File: config.mk
export PLATFORM = sky130hd
export DESIGN_NAME = pe_sched
export DESIGN_NICKNAME = d
export VERILOG_FILES = /design/src/rtl/pe_sched_pkg.sv /design/src/rtl/pe_sched_bank_flag.sv /design/src/rtl/pe_sched.sv
export SDC_FILE = /design/constraint.sdc
export NUM_CORES = 1
export LEC_CHECK = 0
export BUFFER_PORTS_ARGS = -buffer_cell sky130_fd_sc_hd__buf_2
export CAP_MARGIN = 20
export CORE_ASPECT_RATIO = 2
export CORE_MARGIN = 1
export CORE_UTILIZATION = 25
export CTS_CLUSTER_SIZE = 30
export DETAILED_ROUTE_END_ITERATION = 16
export PLACE_DENSITY = 0.49
export SYNTH_ARGS = -nofsm -noshare
export SYNTH_HDL_FRONTEND = slang
export SYNTH_SLANG_ARGS = --single-unit
File: constraint.sdc
create_clock -name clk -period 1.7 [get_ports clk]
set_input_delay 0.17 -clock clk [delete_from_list [all_inputs] [get_ports clk]]
set_output_delay 0.17 -clock clk [all_outputs]
set_load 0.01 [all_outputs]
File: src/rtl/pe_sched_pkg.sv
// Shared types for the PE task sequencer: FSM state encoding and the latched task descriptor.
package pe_sched_pkg;

  typedef enum logic [2:0] {
    S_IDLE       = 3'd0,
    S_WAIT_LD    = 3'd1,
    S_SWITCH     = 3'd2,
    S_START      = 3'd3,
    S_RUN        = 3'd4,
    S_WAIT_DRAIN = 3'd5,
    S_ACC_SW     = 3'd6
  } pe_sched_state_t;

  typedef struct packed {
    logic [2:0] mode;
    logic [7:0] idx_cnt;
    logic [7:0] trip_cnt;
    logic       is_new;
    logic [3:0] pad_code;
    logic       cut_y;
    logic       reuse_p;
    logic       last;
  } pe_task_t;

endpackage

File: src/rtl/pe_sched_bank_flag.sv
// Fill flag for one shadow bank: a loader fill sets it, a buffer switch clears it, and a fill wins a tie.
module bank_flag (
  input  logic clk,
  input  logic rst,
  input  logic set,
  input  logic clr,
  output logic full,
  output logic overflow
);

  logic r_full;

  always_ff @(posedge clk) begin
    if (!rst) r_full <= 1'b0;
    else      r_full <= set | (r_full & ~clr);
  end

  assign full     = r_full;
  // A fill landing on the very cycle the bank is switched away is legitimate, not an overflow.
  assign overflow = set & r_full & ~clr;

endmodule

File: src/rtl/pe_sched.sv
// Task sequencer for one PE: gates descriptors on shadow-bank fill, pulses buffer switches and
// start, supervises the run with a watchdog and rotates the accumulation buffer to the drain path.
module pe_sched
  import pe_sched_pkg::*;
#(
  parameter int WD_W = 16
) (
  input  logic       clk,
  input  logic       rst,
  input  logic       task_valid,
  output logic       task_ready,
  input  logic [2:0] task_mode,
  input  logic [7:0] task_idx_cnt,
  input  logic [7:0] task_trip_cnt,
  input  logic       task_is_new,
  input  logic [3:0] task_pad_code,
  input  logic       task_cut_y,
  input  logic       task_reuse_p,
  input  logic       task_last,
  input  logic       ld_i_done,
  input  logic       ld_d_done,
  input  logic       ld_p_done,
  output logic       ld_i_free,
  output logic       ld_d_free,
  output logic       ld_p_free,
  output logic       switch_i,
  output logic       switch_d,
  output logic       switch_p,
  output logic       switch_a,
  output logic       pe_start,
  input  logic       pe_done,
  output logic [2:0] pe_mode,
  output logic [7:0] pe_idx_cnt,
  output logic [7:0] pe_trip_cnt,
  output logic       pe_is_new,
  output logic [3:0] pe_pad_code,
  output logic       pe_cut_y,
  output logic       drain_valid,
  input  logic       drain_ack,
  output logic       busy,
  output logic [1:0] err
);

  localparam logic [WD_W-1:0] WD_LAST = {{(WD_W-1){1'b1}}, 1'b0};

  pe_sched_state_t r_state, w_state_nx;
  pe_task_t        r_task;
  logic [WD_W-1:0] r_wd;
  logic            r_drain_valid;
  logic [1:0]      r_err;

  logic w_full_i, w_full_d, w_full_p;
  logic w_ovf_i, w_ovf_d, w_ovf_p;
  logic w_sw_id, w_sw_p, w_start, w_sw_a, w_idle;
  logic w_accept, w_timeout, w_banks_rdy;

  bank_flag u_flag_i (.clk(clk), .rst(rst), .set(ld_i_done), .clr(w_sw_id),
                      .full(w_full_i), .overflow(w_ovf_i));
  bank_flag u_flag_d (.clk(clk), .rst(rst), .set(ld_d_done), .clr(w_sw_id),
                      .full(w_full_d), .overflow(w_ovf_d));
  bank_flag u_flag_p (.clk(clk), .rst(rst), .set(ld_p_done), .clr(w_sw_p),
                      .full(w_full_p), .overflow(w_ovf_p));

  assign w_accept    = task_valid & w_idle;
  assign w_banks_rdy = w_full_i & w_full_d & (w_full_p | r_task.reuse_p);
  // The counter reaches all-ones on the edge that ends this cycle, so the timeout is taken there.
  assign w_timeout   = (r_state == S_RUN) & ~pe_done & (r_wd == WD_LAST);

  always_ff @(posedge clk) begin
    if (!rst) r_state <= S_IDLE;
    else      r_state <= w_state_nx;
  end

  always_comb begin
    w_state_nx = r_state;
    case (r_state)
      S_IDLE:       if (task_valid) w_state_nx = S_WAIT_LD;
      S_WAIT_LD:    if (w_banks_rdy) w_state_nx = S_SWITCH;
      S_SWITCH:     w_state_nx = S_START;
      S_START:      w_state_nx = S_RUN;
      S_RUN: begin
        if (pe_done) begin
          if (!r_task.last)                      w_state_nx = S_IDLE;
          else if (r_drain_valid && !drain_ack)  w_state_nx = S_WAIT_DRAIN;
          else                                   w_state_nx = S_ACC_SW;
        end else if (w_timeout) begin
          w_state_nx = S_IDLE;
        end
      end
      S_WAIT_DRAIN: if (!r_drain_valid || drain_ack) w_state_nx = S_ACC_SW;
      S_ACC_SW:     w_state_nx = S_IDLE;
      default:      w_state_nx = S_IDLE;
    endcase
  end

  always_comb begin
    w_idle  = 1'b0;
    w_sw_id = 1'b0;
    w_sw_p  = 1'b0;
    w_start = 1'b0;
    w_sw_a  = 1'b0;
    case (r_state)
      S_IDLE:   w_idle  = 1'b1;
      S_SWITCH: begin
        w_sw_id = 1'b1;
        w_sw_p  = ~r_task.reuse_p;
      end
      S_START:  w_start = 1'b1;
      S_ACC_SW: w_sw_a  = 1'b1;
      default:  ;
    endcase
  end

  // Descriptor, watchdog, drain handshake and sticky error bookkeeping.
  always_ff @(posedge clk) begin
    if (!rst) begin
      r_task        <= '0;
      r_wd          <= '0;
      r_drain_valid <= 1'b0;
      r_err         <= 2'b00;
    end else begin
      if (w_accept) begin
        r_task <= '{mode: task_mode, idx_cnt: task_idx_cnt, trip_cnt: task_trip_cnt,
                    is_new: task_is_new, pad_code: task_pad_code, cut_y: task_cut_y,
                    reuse_p: task_reuse_p, last: task_last};
      end
      if (r_state == S_START)    r_wd <= '0;
      else if (r_state == S_RUN) r_wd <= r_wd + 1'b1;
      if (w_sw_a)         r_drain_valid <= 1'b1;
      else if (drain_ack) r_drain_valid <= 1'b0;
      r_err <= r_err | {w_timeout, w_ovf_i | w_ovf_d | w_ovf_p};
    end
  end

  assign task_ready  = w_idle;
  assign busy        = ~w_idle;
  assign ld_i_free   = ~w_full_i;
  assign ld_d_free   = ~w_full_d;
  assign ld_p_free   = ~w_full_p;
  assign switch_i    = w_sw_id;
  assign switch_d    = w_sw_id;
  assign switch_p    = w_sw_p;
  assign switch_a    = w_sw_a;
  assign pe_start    = w_start;
  assign pe_mode     = r_task.mode;
  assign pe_idx_cnt  = r_task.idx_cnt;
  assign pe_trip_cnt = r_task.trip_cnt;
  assign pe_is_new   = r_task.is_new;
  assign pe_pad_code = r_task.pad_code;
  assign pe_cut_y    = r_task.cut_y;
  assign drain_valid = r_drain_valid;
  assign err         = r_err;

endmodule

Word level (Yosys, flattened, before mapping)
Cells that the tools add are included.
- output and inout bits: 38
- input bits: 35
- bits in registers: 52
- word-level logic and storage cells: 80
- reductions and logical operators: 8
- eq/ne operators: 11
- add/subtract/negate cells: 1
- bitwise operators: 30
- multiplexer cells: 15
- operators with widths (cell ; number):
    $mux 3 ; 6
    $pmux 3 s6 ; 1
    $add 16x1->16 const B ; 1
    $eq 16x16->1 const B ; 1
    $and 1x1->1 ; 14
    $eq 3x3->1 const B ; 3
    $not 1->1 ; 9
    $mux 1 ; 7
    $eq 3x2->1 const B ; 2
    $ne 2x2->1 const B ; 3
    $or 1x1->1 ; 6
    $reduce_and 4->1 ; 1
    $eq 3x1->1 const B ; 1
    $logic_not 3->1 ; 1
    $ne 3x3->1 const B ; 1
    $logic_not 1->1 ; 2
    $mux 2 ; 1
    $or 2x2->2 ; 1
    $reduce_bool 2->1 ; 1
    $reduce_or 2->1 ; 1
    $logic_and 1x1->1 ; 1
    $logic_or 1x1->1 ; 1

Logic depth before layout (Yosys ltp)
- depth in word-level cells: 7
- mapped depth: 7
- mapped depth without buffers: 7

Cells and area by module
Synthesis repeated with hierarchy kept, for this count alone.
- cells, all modules: 293
- area total of the unflattened synthesis: 2474.9 µm²
- modules (own cells, without submodules) (module ; sequential area each (µm²) ; times used ; area each (µm²) ; cells each):
    pe_sched ; 980.9 ; 1 ; 2332.2 ; 281
    bank_flag ; 20.0 ; 3 ; 47.5 ; 4

Worst setup path after synthesis
OpenSTA, ideal clock, no wires.
- kind: register to register
- from: reg r_wd[1]
- to: reg r_state[2]
- path slack: 116 ps
- setup time: 116 ps
- data required time: 1584 ps
- data arrival time: 1469 ps
- cell stages (with the launch flop): 7
- buffers on the path: 0
- clock period less this slack: 1584 ps
- cell sequence: dfxtp_1 -> ha_1 -> nand3_1 -> nor4_4 -> nor3_2 -> or3_1 -> and3_1
- cells in the longest elaborated chain, start to end: 4
- RTL lines (element ; line ; text):
    start, declared ; pe_sched.sv:48 ; logic [WD_W-1:0] r_wd;
    start signal, assigned ; pe_sched.sv:128 ; else if (r_state == S_RUN) r_wd <= r_wd + 1'b1;
    $eq 16x16->1 ; pe_sched.sv:67 ; assign w_timeout = (r_state == S_RUN) & ~pe_done & (r_wd == WD_LAST);
    $and 1x1->1 ; pe_sched.sv:67 ;
    $ne 3x3->1 (no line) ; - ;
    $reduce_and 4->1 (no line) ; - ;
    end signal, assigned ; pe_sched.sv:71 ; else r_state <= w_state_nx;
    end, declared ; pe_sched.sv:46 ; pe_sched_state_t r_state, w_state_nx;
No other way between the ends.
A chain may end at the register's enable or synchronous reset.

Final worst setup path
- from: reg r_wd[14]
- to: reg r_state[2]
The elaborated chain is that of the path after synthesis.

==> flow_metrics.env <==
export IMPL_clock_latency_ns=0.30
export IMPL_hold_viol=0
export IMPL_finalSetupTns_ns=0
export IMPL_grt_max_degree=28
export IMPL_timing_final_crit_share_pct=95.8
export IMPL_ys_ff_latch=52
export IMPL_final_setup_viol_count=0
export IMPL_end_kind="flip-flop"
export IMPL_min_path_type="in2reg"
export IMPL_reg2reg_depth=5
export IMPL_final_common_cell="buf_2"
export IMPL_grt_usage_pct=12.2
export IMPL_rsz0062_at_grt="yes"
export IMPL_rows=51
export IMPL_vias=2124
export IMPL_num_antenna_cells=0
export IMPL_hold_path_startpoint="task_reuse_p"
export IMPL_die_w_um=72.6
export IMPL_drt_iter0_drc=49
export IMPL_synth_warnings=0
export IMPL_worst_pin_slew_ns=0.499
export IMPL_fmaxAchievable_mhz=614
export IMPL_fp_dieH_um=143
export IMPL_required_ns=1.89
export IMPL_design_core_area_mm2=0.00970
export IMPL_antenna_found_initial=0
export IMPL_areaGrowthSynthToFinish_pct=25.9
export IMPL_cap_violations=0
export IMPL_crit_chain="nand4_1, nor4_4, nor3_2, or3_1, and3_4"
export IMPL_synth_area_mm2=0.00249
export IMPL_crit_type="reg2reg"
export IMPL_ys_types=46
export IMPL_htree_levels=2
export IMPL_seq_area_frac_synth_pct=41.7
export IMPL_place_hpwl_um=4470
export IMPL_fill_cells=1086
export IMPL_r2r_start="r_wd[14]"
export IMPL_synth_ff_type="dfxtp_1"
export IMPL_cts_tree="done"
export IMPL_clk_pin_slew_worst_paths_ns=0.07
export IMPL_final_antenna_net_count=0
export IMPL_reg2reg_slack_ns=0.07
export IMPL_layout_common_cells="buf_2 (72), nand2_1 (59), dfxtp_1 (47)"
export IMPL_grt_pass1_wl_um=9580
export IMPL_ctsLongestPathBuffers=2
export IMPL_async_flop_share_pct=0
export IMPL_port_buffers=72
export IMPL_synth_nets=329
export IMPL_cp_arrival_ns=1.82
export IMPL_whs_endpoint="r_task[1]"
export IMPL_nNetsFinal=396
export IMPL_slew_viol_final=0
export IMPL_cts_sinks=52
export IMPL_fin_skew_ns=0.00558
export IMPL_p_per_area_mw_per_mm2=1210
export IMPL_final_min_clock_period_ns=1.63
export IMPL_multi_input_area_mm2=0.00117
export IMPL_syn_avg_cell_area_um2=8.54
export IMPL_place_congestion=0.758
export IMPL_drtPass1Iterations=4
export IMPL_syn_inst=292
export IMPL_wl_per_cell_um=12.0
export IMPL_ioPinCount=73
export IMPL_slew_headroom_pct=66.4
export IMPL_cts_hold_buf=0
export IMPL_drt_wl_total_um=5900
export IMPL_ir_worst_vdd_mv=0.672
export IMPL_start_util_pct=25.7
export IMPL_r2r_end="r_state[2]"
export IMPL_worst_setup_path_start_kind="flip-flop"
export IMPL_clockRootBuffer="clkbuf_16"
export IMPL_grt_pass1_vias=2077
export IMPL_drt_vias_per_instance=4.32
export IMPL_path_max_fanout=3
export IMPL_cts_buffers=5
export IMPL_grt_overflow_total=0
export IMPL_final_layout_size_suffix_gt1_share_pct=33.1
export IMPL_holdPathStages=3
export IMPL_critPathMaxStageDelay_ns=0.36
export IMPL_dieArea_mm2=0.0104
export IMPL_cp_slowest_cell="nor4_4"
export IMPL_outcome="complete, no violations"
export IMPL_ff_latch_area_mm2=0.00105
export IMPL_holdWs_ns=0.0982
export IMPL_synth_edf_count=0
export IMPL_power_w=0.00382
export IMPL_leakage_nw=1.40
export IMPL_drc=0
## cell type report
cell class,instances,share of cell area [%]
well taps,132,5.26
clock buffers,6,4.10
inverters,9,1.08
clock inverters,2,0.518
multi-input cells,193,37.1
repair buffers,98,18.5
flip-flops and latches,52,33.4
## cells by family (layout without fill, tap and decap cells)
kind of cell	count (synthesis)	in the layout	synth area share [%]
AOI/OAI and AO/OA	56	56	15.4
xor gates and xnor gates	12	12	4.22
adders and majority gates	2	2	1.00
buffers and inverters	47	115	11.7
DFF	52	52	41.7
muxes	1	1	0.401
and+or+nand+nor	122	122	25.5
## worst max-delay path by stage
stage	start	endpoint	slack [ns]
2_1_floorplan	r_wd[1]	r_state[2]	0.12
3_3_place_gp	r_wd[4]	r_state[2]	0.08
3_5_place_dp	r_wd[9]	r_state[2]	0.05
4_1_cts	r_wd[10]	r_state[2]	0.03
5_1_grt	r_wd[6]	r_state[2]	-0.003
6_report	r_wd[14]	r_state[2]	0.07
## cells in the mapped netlist (2+ instances only)
master | number | area [um^2]
buf_4 | 24 | 180
xnor2_1 | 9 | 78.8
and2_1 | 2 | 12.5
clkbuf_1 | 6 | 22.5
nor3_1 | 5 | 25.0
and3_1 | 4 | 25.0
a21oi_1 | 11 | 55.1
nand3_1 | 6 | 30.0
a211oi_1 | 2 | 15.0
o21ai_0 | 3 | 15.0
nor4_4 | 2 | 42.5
xor2_1 | 3 | 26.3
or3b_1 | 2 | 17.5
nor3_2 | 2 | 20.0
o21a_1 | 4 | 30.0
ha_1 | 2 | 25.0
nand2_1 | 59 | 221
or3_1 | 2 | 12.5
o22ai_1 | 2 | 12.5
nand4_1 | 4 | 25.0
nor2b_1 | 5 | 31.3
buf_2 | 5 | 25.0
inv_1 | 9 | 33.8
o21ai_1 | 2 | 10.0
dfxtp_1 | 52 | 1040
a21boi_1 | 27 | 203
nor2_1 | 19 | 71.3
## what timing repair did
item | 4_1_cts | 5_1_grt
gates resized for setup | 0 | 7
endpoints found under the setup margin | 0 | 8
buffers inserted | 0 | 3
## registers in the layout, indices dropped and copies added, names as in the netlist, 2 cells and up
signal / flops
r_wd: 16
pe_idx_cnt: 8
pe_trip_cnt: 8
pe_pad_code: 4
pe_mode: 3
r_state: 3
err: 2
r_task: 2
## worst max-delay path, delay by kind of cell, from the launching register on
family	cells	cell delay, ns
flip-flops	1	0.34
AND/OR/NAND/NOR	5	1.18
## metal layers
metal,wire [um],part of all wire (%),global-route usage [%],vias to the layer above
met4,125,2.1,5.57,0
met3,218,3.7,2.54,6
met2,3400,58,24.1,49
li1,-,-,-,1079
met5,0,0,0,-
met1,2160,37,11.4,990
## power breakdown
part / switching [W] / internal [W]
logic: 0.000676 / 0.000572
registers: 0.000138 / 0.00140
clock network: 0.000481 / 0.000550
## per-stage QoR
step                      utilization (%)  setup slack, ns  cell area, um^2  instances
after floorplan                         -            0.116             2490        292
after global placement               30.5           0.0804             2960        481
after detailed placement             30.5           0.0454             2960        481
after CTS                            32.0           0.0267             3100        489
after global routing                 32.4         -0.00326             3140        492
final                                32.4           0.0709             3140        492
Power figures use the tool's default switching activity.
